$ cat src/rtl/data_mem_responder_if.sv
// Request/response bus between a core's MEM stage and the data memory responder.
// The master side is the core; the slave side is the responder.
interface data_mem_responder_if #(
  parameter int DATA_WIDTH = 32
);
  logic                    req_valid;
  logic                    req_ready;
  logic                    req_write;
  logic [31:0]             req_addr;
  logic [DATA_WIDTH-1:0]   req_wdata;
  logic [DATA_WIDTH/8-1:0] req_wstrb;
  logic                    resp_valid;
  logic                    resp_ready;
  logic [DATA_WIDTH-1:0]   resp_rdata;
  logic                    resp_error;

  modport master (
    output req_valid, req_write, req_addr, req_wdata, req_wstrb, resp_ready,
    input  req_ready, resp_valid, resp_rdata, resp_error
  );

  modport slave (
    input  req_valid, req_write, req_addr, req_wdata, req_wstrb, resp_ready,
    output req_ready, resp_valid, resp_rdata, resp_error
  );
endinterface

$ cat src/rtl/data_mem_responder.sv
// Single-port data memory that serves one load/store at a time with a fixed number
// of wait states, byte-lane stores and error reporting for bad addresses.
module data_mem_responder #(
  parameter int DATA_WIDTH  = 32,
  parameter int DEPTH_LOG2  = 6,
  parameter int WAIT_CYCLES = 2
) (
  input  logic clk,
  input  logic reset,
  data_mem_responder_if.slave bus
);
  localparam int NUM_LANES = DATA_WIDTH / 8;
  localparam logic [3:0] WAIT_LOAD = (WAIT_CYCLES > 0) ? 4'(WAIT_CYCLES - 1) : 4'd0;

  typedef enum logic [1:0] {IDLE, WAIT, RESP} state_t;

  state_t                  state;
  state_t                  next_state;
  logic [3:0]              wait_cnt;
  logic                    cap_write;
  logic [31:0]             cap_addr;
  logic [DATA_WIDTH-1:0]   cap_wdata;
  logic [NUM_LANES-1:0]    cap_wstrb;
  logic [DATA_WIDTH-1:0]   rdata_q;
  logic                    error_q;
  logic                    accept;
  logic                    enter_resp;

  logic                    acc_write;
  logic [31:0]             acc_addr;
  logic [DATA_WIDTH-1:0]   acc_wdata;
  logic [NUM_LANES-1:0]    acc_wstrb;
  logic                    acc_error;
  logic [DEPTH_LOG2-1:0]   acc_index;

  logic [DATA_WIDTH-1:0]   mem [0:(1<<DEPTH_LOG2)-1];

  assign bus.req_ready  = (state == IDLE);
  assign bus.resp_valid = (state == RESP);
  assign bus.resp_rdata = rdata_q;
  assign bus.resp_error = error_q;

  // With no wait states the access commits on the accept edge itself, before the
  // capture registers hold the request, so the live inputs are used in IDLE.
  assign acc_write = (state == IDLE) ? bus.req_write : cap_write;
  assign acc_addr  = (state == IDLE) ? bus.req_addr  : cap_addr;
  assign acc_wdata = (state == IDLE) ? bus.req_wdata : cap_wdata;
  assign acc_wstrb = (state == IDLE) ? bus.req_wstrb : cap_wstrb;
  assign acc_index = acc_addr[DEPTH_LOG2+1:2];
  assign acc_error = (acc_addr[1:0] != 2'b00) || (|acc_addr[31:DEPTH_LOG2+2]);

  always_comb begin
    next_state = state;
    enter_resp = 1'b0;
    accept     = bus.req_valid && (state == IDLE);
    case (state)
      IDLE: begin
        if (accept) begin
          if (WAIT_CYCLES == 0) begin
            next_state = RESP;
            enter_resp = 1'b1;
          end else begin
            next_state = WAIT;
          end
        end
      end
      WAIT: begin
        if (wait_cnt == 4'd0) begin
          next_state = RESP;
          enter_resp = 1'b1;
        end
      end
      RESP: begin
        if (bus.resp_ready) begin
          next_state = IDLE;
        end
      end
      default: next_state = IDLE;
    endcase
  end

  // Memory writes live in the non-reset branch so an access in flight at reset
  // is abandoned and the array itself is never cleared.
  always_ff @(posedge clk or posedge reset) begin
    if (reset) begin
      state     <= IDLE;
      wait_cnt  <= 4'd0;
      cap_write <= 1'b0;
      cap_addr  <= '0;
      cap_wdata <= '0;
      cap_wstrb <= '0;
      rdata_q   <= '0;
      error_q   <= 1'b0;
    end else begin
      state <= next_state;
      if (accept) begin
        cap_write <= bus.req_write;
        cap_addr  <= bus.req_addr;
        cap_wdata <= bus.req_wdata;
        cap_wstrb <= bus.req_wstrb;
        wait_cnt  <= WAIT_LOAD;
      end else if ((state == WAIT) && (wait_cnt != 4'd0)) begin
        wait_cnt <= wait_cnt - 4'd1;
      end
      if (enter_resp) begin
        error_q <= acc_error;
        if (acc_error || acc_write) begin
          rdata_q <= '0;
        end else begin
          rdata_q <= mem[acc_index];
        end
        if (!acc_error && acc_write) begin
          for (int b = 0; b < NUM_LANES; b++) begin
            if (acc_wstrb[b]) begin
              mem[acc_index][b*8 +: 8] <= acc_wdata[b*8 +: 8];
            end
          end
        end
      end
    end
  end
endmodule
$ cat src/flat_wrapper.sv
// flat-port wrapper written by rule: the top's interface ports become plain ports
module data_mem_responder_flat 
#(
  parameter int DATA_WIDTH  = 32,
  parameter int DEPTH_LOG2  = 6,
  parameter int WAIT_CYCLES = 2
)
  (clk, reset, bus_req_valid, bus_req_write, bus_req_addr, bus_req_wdata, bus_req_wstrb, bus_resp_ready, bus_req_ready, bus_resp_valid, bus_resp_rdata, bus_resp_error);
  data_mem_responder_if #(.DATA_WIDTH(DATA_WIDTH)) bus_i ();
  input  logic clk;
  input  logic reset;
  input wire logic [$bits(bus_i.req_valid)-1:0] bus_req_valid;
  input wire logic [$bits(bus_i.req_write)-1:0] bus_req_write;
  input wire logic [$bits(bus_i.req_addr)-1:0] bus_req_addr;
  input wire logic [$bits(bus_i.req_wdata)-1:0] bus_req_wdata;
  input wire logic [$bits(bus_i.req_wstrb)-1:0] bus_req_wstrb;
  input wire logic [$bits(bus_i.resp_ready)-1:0] bus_resp_ready;
  output wire logic [$bits(bus_i.req_ready)-1:0] bus_req_ready;
  output wire logic [$bits(bus_i.resp_valid)-1:0] bus_resp_valid;
  output wire logic [$bits(bus_i.resp_rdata)-1:0] bus_resp_rdata;
  output wire logic [$bits(bus_i.resp_error)-1:0] bus_resp_error;
  assign bus_i.req_valid = bus_req_valid;
  assign bus_i.req_write = bus_req_write;
  assign bus_i.req_addr = bus_req_addr;
  assign bus_i.req_wdata = bus_req_wdata;
  assign bus_i.req_wstrb = bus_req_wstrb;
  assign bus_i.resp_ready = bus_resp_ready;
  assign bus_req_ready = bus_i.req_ready;
  assign bus_resp_valid = bus_i.resp_valid;
  assign bus_resp_rdata = bus_i.resp_rdata;
  assign bus_resp_error = bus_i.resp_error;
  data_mem_responder #(.DATA_WIDTH(DATA_WIDTH), .DEPTH_LOG2(DEPTH_LOG2), .WAIT_CYCLES(WAIT_CYCLES)) u_core (.clk(clk), .reset(reset), .bus(bus_i));
endmodule
$ cat config.mk
export PLATFORM = sky130hd
export DESIGN_NAME = data_mem_responder_flat
export DESIGN_NICKNAME = d
export VERILOG_FILES = /design/src/rtl/data_mem_responder_if.sv /design/src/rtl/data_mem_responder.sv /design/src/flat_wrapper.sv
export SDC_FILE = /design/constraint.sdc
export NUM_CORES = 2
export LEC_CHECK = 0
export ABC_AREA = 0
export CORE_MARGIN = 2
export CORE_UTILIZATION = 45
export DETAILED_ROUTE_END_ITERATION = 10
export HOLD_SLACK_MARGIN = 0.06
export SKIP_LAST_GASP = 1
export SYNTH_ARGS = -nofsm -noshare
export SYNTH_HDL_FRONTEND = slang
export SYNTH_SLANG_ARGS = --single-unit
export TNS_END_PERCENT = 5
$ cat constraint.sdc
create_clock -name clk -period 3.2 [get_ports clk]
set_input_delay 0.32 -clock clk [delete_from_list [all_inputs] [get_ports clk]]
set_output_delay 0.32 -clock clk [all_outputs]
set_load 0.01 [all_outputs]
Yosys cells after proc, flatten, opt, wreduce, memory -nomap -nowiden
Memories as Yosys holds them, arrays and structs flattened. Index checks and enable logic that the tools add are counted.

Bits in registers: 108. RAM bits: 2048. Output and inout port bits: 35. Word-level logic and storage cells: 62. Memories: 1.

Memories: u_core.mem (depth 64, width 32, read ports 1, clocked after Yosys merged registers in 0, wr ports 1, RTL line data_mem_responder.sv:36) `logic [DATA_WIDTH-1:0] mem [0:(1<<DEPTH_LOG2)-1];`.

$add $sub $neg: 1. Equality and inequality tests: 5. Multiplexer cells: 29. Reductions and logical operators: 18.

Operators with widths (count): 32-bit two-way mux (3); 24-bit OR reduction (1); 1-bit two-way mux (19); 4-bit two-way mux (3); 1-bit logical AND (7); 2-bit two-way mux (3); 2-bit case mux with 3 select lines (1); 4-bit zero test (1); 2-bit by 1-bit inequality test with 1-bit output, second input constant (2); 2-bit nonzero test (2); 4-bit nonzero test (1); 4-bit by 1-bit subtractor with 4-bit output, second input constant (1); 3-bit AND reduction (1); 2-bit by 1-bit == test with 1-bit output, second input constant (1); 2-bit == test, second input constant (1); 1-bit zero test (2); 2-bit zero test (1); 1-bit logical OR (2); 2-bit inequality test, second input constant (1).

Depth between registers and ports, before layout
Word-level depth: 10. Gate-level depth with buffers: 13.

Worst setup path after synthesis
Ideal clock, no wire load.

Kind: register to register. From: register u_core.wait_cnt[0]. To: memory u_core.mem[52][0] (enable). Data arrival time: 2.829 ns. Required time: 2.817 ns. Slack: -0.012 ns. Stages on the path, launching flop included: 10. Buffers on the path: 2. Path through: dfrtp_1 -> inv_1 -> ha_1 -> nor3b_1 -> nand2_1 -> or4b_1 -> a21o_1 -> buf_4 -> buf_6 -> nor3_1.

Longest elaborated chain between the ends: 6.

Ends and longest elaborated chain: start: declaration (RTL line data_mem_responder.sv:19) `logic [3:0] wait_cnt;`; start signal: assignment (RTL line data_mem_responder.sv:103) `wait_cnt <= wait_cnt - 4'd1;`; 4-bit zero test (RTL line data_mem_responder.sv:68) `if (wait_cnt == 4'd0) begin`; 1-bit two-way mux (RTL line data_mem_responder.sv:68); 1-bit two-way mux (RTL line data_mem_responder.sv:56) `case (state)`; 1-bit two-way mux (RTL line data_mem_responder.sv:105) `if (enter_resp) begin`; 1-bit logical AND (not written as such) (RTL line data_mem_responder.sv:115) `mem[acc_index][b*8 +: 8] <= acc_wdata[b*8 +: 8];`; 1-bit two-way mux (not written as such) (RTL line data_mem_responder.sv:115); end: declaration (RTL line data_mem_responder.sv:36).

Every way passes these cells.

Worst setup path in the final report
From: register u_core.state[1]. To: memory u_core.mem[27][30] (enable).

Longest elaborated chain between the ends: 10. Elaborated cells between the ends (all ways): 16.

Ends and longest elaborated chain: start: declaration (RTL line data_mem_responder.sv:17) `state_t state;`; start signal: assignment (RTL line data_mem_responder.sv:95) `state <= next_state;`; 2-bit zero test (RTL line data_mem_responder.sv:45, data_mem_responder.sv:46, data_mem_responder.sv:48); 32-bit two-way mux (RTL line data_mem_responder.sv:46) `assign acc_addr = (state == IDLE) ? bus.req_addr : cap_addr;`; 24-bit OR reduction or 2-bit nonzero test (tied branches) (RTL line data_mem_responder.sv:50) `assign acc_error = (acc_addr[1:0] != 2'b00) || (|acc_addr[31:DEPTH_LOG2+2]);`; 1-bit logical OR (RTL line data_mem_responder.sv:50); 1-bit zero test (RTL line data_mem_responder.sv:112) `if (!acc_error && acc_write) begin`; 1-bit logical AND (RTL line data_mem_responder.sv:112); 1-bit two-way mux (RTL line data_mem_responder.sv:112); 1-bit two-way mux (RTL line data_mem_responder.sv:105); 1-bit logical AND (not written as such) (RTL line data_mem_responder.sv:115); 1-bit two-way mux (not written as such) (RTL line data_mem_responder.sv:115).

Parallel ways exist; a longest one is shown, timed or not.

==> results by group <==
Power
  – P_int: 63.4 mW
  – Switching pwr: 36.0 mW
  – Switching share of power: 0.362
  – Leakage Power: 35.4 nW
  – Comb pwr share: 0.369
  – Power share of the sequential group: 0.373
  – Clock share of power: 0.258
  – Peak VDD IR: 1710 uV
  – Power per cell area: 971 mW/mm^2
  – Power Total: 99.3 mW

Synthesis
  – Synth Register Bits: 2156
  – Avg Cell Area, Syn: 15.0 sq um
  – Sequential element share of the synthesized area: 0.784
  – Synth Instances: 5471
  – Synth Flop Type: edfxtp_1
  – Post-Synthesis Cell Area: 0.0819 sq mm
  – Number of synthesized flops with an enable pin: 2048
  – Post-synthesis net count: 5545
  – Yosys warnings: 0
  – Ys async rst share: 0.0501
  – Netlist cell types: 72

Global routing
  – Total track usage: 0.295
  – Initial antenna violation count: 5
  – Vias in the first global route: 54949
  – First-pass GRT wire length: 396000 microns
  – Largest net degree at the start of global routing: 72
  – Total congestion overflow: 0

Place
  – Hpwl dp: 179000 microns
  – Post-placement cell count: 8588
  – Final GP Congestion: 0.907
  – Number of port buffers: 107
  – Worst slack, placed: -808 ps

Detailed routing
  – ANT nets after route: 0
  – Via count: 56722
  – Final WL: 279000 microns
  – Drt via density: 6.26
  – Drt first pass iters: 8
  – DR WL/cell: 30.8 microns
  – DRC viols: 0
  – DR iter-0 viols: 8205

Timing
  – Max-slew violation count: 0
  – Max Clk Rate: 0.307 GHz
  – RSZ-0062 raised after global routing: yes
  – Final Worst Setup Slack: -53.5 ps
  – Hold Slack: 116 ps
  – Crit share post-route: 1.02
  – Setup Skew: 33.1 ps
  – Slew headroom: 0.151
  – # setup viols final: 69
  – Final hold vios: 0
  – Tmin final: 3250 ps
  – Slew @ Worst Pin: 1270 ps

Outcome
  – Status: finished, violations left
  – Failing checks: setup timing

Critical path
  – Startpoint Class: register
  – Worst Setup Path Type: reg -> reg
  – Crit path required time: 3770 ps
  – Critical Path Fanout Max: 20
  – Crit. End Element: register
  – Worst EP arrival: 3820 ps

Clock network
  – # clock sinks: 2156
  – Root Driver: clkbuf_16
  – Num CTS Buffers: 211
  – H-tree depth: 4
  – Clk buf depth: 3
  – CTS tree: yes
  – Clk slew on worst S/H paths: 60 ps
  – Clock latency on the worst-skew pair: 870 ps

Die
  – Num ports: 108
  – Placeable Area: 0.181 sq mm
  – Die Wd: 431 microns
  – Die H: 431 microns
  – Rows: 156
  – Die Footprint: 0.185 sq mm
  – Initial core utilization: 0.453

Job
  – Number of max-cap violations: 0

Layout
  – Post-route insts no fill: 9068
  – Layout area overhead: 24.9%
  – Post-layout nets: 6583
  – Layout cells sized above 1: 0.221

Worst hold path
  – Hold crit path type: in -> reg
[routing by layer]
metal | global-route usage | vias to the layer above | wire length [microns]
met5 | 0 | - | 0
met4 | 0.121 | 0 | 11800
met3 | 0.0589 | 590 | 30800
met2 | 0.459 | 3782 | 128000
met1 | 0.409 | 28698 | 108000
li1 | - | 23652 | -
[flip-flops by register name, indices dropped and copies added, names as in the netlist]
signal	flops
u_core.mem	2048
u_core.bus.resp_rdata	32
u_core.cap_addr	32
u_core.cap_wdata	32
u_core.cap_wstrb	4
u_core.wait_cnt	4
u_core.state	2
u_core.bus.resp_error	1
u_core.cap_write	1
[stage by stage]
step                area, sq um  TNS [ps]   util
detailed placement        94000   -268950  0.520
global route             102000    -28140  0.566
global placement          94000   -335030  0.520
finish                   102000     -1030  0.566
CTS                      102000     -1630  0.564
floorplan                 81900    -16520      -
[cell usage after synthesis, types with 10 or more instances]
master	n	area (sq um)
a21oi_1	322	1610
a221oi_1	23	201
a22o_1	12	105
a311oi_1	17	149
a31oi_1	58	363
a32o_1	29	290
a32oi_1	18	158
buf_1	77	289
buf_2	139	696
buf_4	16	120
buf_6	26	293
clkbuf_1	127	477
dfrtp_1	108	2700
edfxtp_1	2048	61500
mux2i_1	63	631
nand2_1	618	2320
nand3_1	41	205
nor2_1	421	1580
nor3_1	301	1510
nor4_1	135	845
o21ai_0	31	155
o221ai_1	51	447
o22a_1	28	245
o22ai_1	590	3690
or3_1	15	93.8
or4_1	10	75.1
[what timing repair did]
item	in CTS	in global routing
hold endpoints to repair	97	0
cloned	1	3
pin swaps	4	7
endpoints found under the setup margin	1141	1558
hold buffers	58	0
setup buffers	7	9
resized for setup	18	31
[final cells by class]
class / instances / area, sq um
clock inverter: 131 / 1510
sequential: 2156 / 64200
antenna: 2 / 5.00
timing repair buffer: 1210 / 11600
tap: 2370 / 2970
inverter: 7 / 33.8
clock buffer: 269 / 5670
multi-input combinational: 2923 / 16300
fill: 14208 / 78500
[power by group through the flow]
| stage | combinational, mW | sequential [mW] | clock [mW] |
|---|---|---|---|
| finish | 36.6 | 37.1 | 25.7 |
| global route | 37.8 | 37.1 | 26.9 |
| CTS | 35.6 | 37.1 | 25.9 |
| detailed placement | 35.1 | 37.6 | 0 |
| global placement | 34.9 | 37.6 | 0 |
| floorplan | 14.4 | 37.9 | 0 |
[layout by cell type, fill, tap and decap left out, drive strengths merged, types with 10 or more instances in the layout]
master	count
nand3	41
a32o	29
nand2	623
edfxtp	2048
o22a	28
clkbuf	272
buf	1041
inv	14
clkinv	86
a31oi	58
nor4	135
nor3	302
a221oi	24
a21oi	324
mux2i	63
nor2	423
bufinv	27
a22o	12
dfrtp	108
or3	15
clkinvlp	11
dlygate4sd3	58
or4	10
a311oi	17
o21ai	37
o22ai	590
o221ai	51
a22oi	14
clkdlybuf4s50	107
a32oi	18
[critical path: stages (launching register included)]
cell and delay (ps):
dfrtp_1 410, or2_4 300, buf_12 180, nand2_1 90, nand2_1 170, buf_4 220
nor3_2 460, buf_12 260, nand2_1 300, nor2_1 340, buf_4 210
[path summary, 6_finish.rpt]
| path | cells past startpoint | endpoint | from | slack, ps |
|---|---|---|---|---|
| max | 10 | u_core.mem[27][30]$_DFFE_PP_ | u_core.state[1]$_DFFE_PP0P_ | -50 |
| min | 3 | u_core.cap_wstrb[3]$_DFFE_PP0P_ | bus_req_wstrb[3] | 120 |
| max reg2reg | 10 | u_core.mem[27][30]$_DFFE_PP_ | u_core.state[1]$_DFFE_PP0P_ | -50 |
| min reg2reg | 2 | u_core.cap_wdata[19]$_DFFE_PP0P_ | u_core.cap_wdata[19]$_DFFE_PP0P_ | 470 |
| max in group asynchronous | 4 | u_core.bus.resp_rdata[8]$_DFFE_PP0P_ | reset | 1830 |
| min in group asynchronous | 3 | u_core.bus.resp_error$_DFFE_PP0P_ | reset | 500 |
[cells by family (layout without fill, tap and decap cells)]
logic type	Yosys count	after routing	synth area share
flops	2156	2156	0.784
simple gates	1593	1593	0.0854
compound gates	1263	1263	0.0995
buf+inv	392	1617	0.0232
mux	63	63	0.00770
xor+xnor	3	3	0.000321
fa+ha+maj	1	1	0.000153
other cells	0	2	0
Power figures use the tool's default switching activity.
==> RTL edit (same settings) <==
`DEPTH_LOG2` is set to 6 in 2 places; all go to 5.
--- a/src/rtl/data_mem_responder.sv
+++ b/src/rtl/data_mem_responder.sv
@@ -3,5 +3,5 @@
 module data_mem_responder #(
   parameter int DATA_WIDTH  = 32,
-  parameter int DEPTH_LOG2  = 6,
+  parameter int DEPTH_LOG2  = 5,
   parameter int WAIT_CYCLES = 2
 ) (
--- a/src/flat_wrapper.sv
+++ b/src/flat_wrapper.sv
@@ -3,5 +3,5 @@
 #(
   parameter int DATA_WIDTH  = 32,
-  parameter int DEPTH_LOG2  = 6,
+  parameter int DEPTH_LOG2  = 5,
   parameter int WAIT_CYCLES = 2
 )
Check against the original RTL: not settled (the Yosys comparison gave no result); the edit may change what the design does.
==> RTL edit against the unedited design <==
The run still ends with setup timing left; synthesized area down 45%; sequential cell count down 1024; routed wire length down 51%; worst setup slack lost 0.0029 ns; total power fell by 46%; design area shrank 47%; fmax about the same; count of clock-buffer cells in the layout shrank 121; critical endpoint is now u_core.mem[4][18]; largest power group is now combinational cells.
==> RTL edit: results <==
[power]
p_leak_nw = 19.3
peakVddDrop_uv = 653
pwr-share-comb = 0.386
switching_share = 0.376

[grt]
grt_pass1_wl_mm = 199
antenna_found_initial = 6
groute.usage.overall = 0.266

[setup_path]
max_stage_delay_ns = 0.69
worstPathMaxFanout = 23
cp.arrival_ns = 3.63
reg2reg_depth = 8

[sta]
finClkSkew_ns = 0.0264
final.setup.worst_slack_ns = -0.0564
finalSetupViolCount = 41
tightestPinTransition_ns = 1.18

[synth]
synthArstFlopShare = 0.0954
synthTopCellsByCount = "1024 x edfxtp_1, 991 x nand2_1, 227 x nand3_1"
synth_edf_count = 1024
synth_cell_types = 71
syn-num-nets = 3357

[final_layout]
largest_register_ffs = 1024
drive_gt1_frac = 0.170
final_nets = 3755

[status]
status = "finished with violations"
violations = "setup timing"

[clocking]
ctsHtreeMaxLevel = 3
insertion_delay_ns = 0.70

[placement]
place_congestion = 0.876

[detailed_routing]
first_pass_iters = 5

[min_path]
hold_end = "u_core.cap_addr[21]"
-- RTL edit: changes by cell type after synthesis, moves of 60 or more --
cell / delta
buf_2: -60
nand4_1: +67
buf_1: -69
a21oi_1: -279
nor3_1: -265
edfxtp_1: -1024
clkbuf_1: -77
nand3_1: +186
nor2_1: -273
nand2_1: +373
o22ai_1: -572
mux4_2: +61
nor4_1: -114
-- RTL edit: layout make-up --
class / instances / area, sq um
fillers: 8198 / 45900
flip-flops and latches: 1132 / 33500
multi-input cells: 1951 / 10800
repair buffers: 478 / 4440
clock buffers: 148 / 3050
well taps: 1298 / 1620
clock inverters: 59 / 682
inverters: 6 / 30.0
diodes: 3 / 7.51
-- RTL edit: metal layers --
metal | global-route usage | vias to the layer above | share of wire
li1 | - | 12900 | -
met1 | 0.385 | 14800 | 0.41
met2 | 0.406 | 1515 | 0.45
met3 | 0.0446 | 253 | 0.094
met4 | 0.101 | 6 | 0.038
met5 | 0 | - | 0.00028
-- RTL edit: through the flow --
stage                     utilization  TNS (ns)  cell area [sq um]  hold slack [ns]  instances
after floorplan                     -         0              45300            0.425       3283
after global placement          0.503   -117.11              50300            0.456       4864
after detailed placement        0.503   -127.30              50300            0.462       4864
after CTS                       0.541    -0.582              54100            0.123       5071
after global routing            0.541     -3.94              54100            0.153       5072
final                           0.541     -1.19              54100            0.154       5075
-- RTL edit: kinds of logic after synthesis --
kind of cell               count (synthesis)  share of synthesized area
adders and majority gates                  1                   0.000276
xor gates and xnor gates                   2                   0.000386
AOI/OAI and AO/OA                        246                     0.0396
and+or+nand+nor                         1559                      0.147
buffers and inverters                    200                     0.0259
DFF                                     1132                      0.738
muxes                                    143                     0.0487
-- RTL edit: worst min-delay path: stages --
cell,delay (ns)
clkdlybuf4s50_1,0.39
nand2_1,0.05
nand2_1,0.04
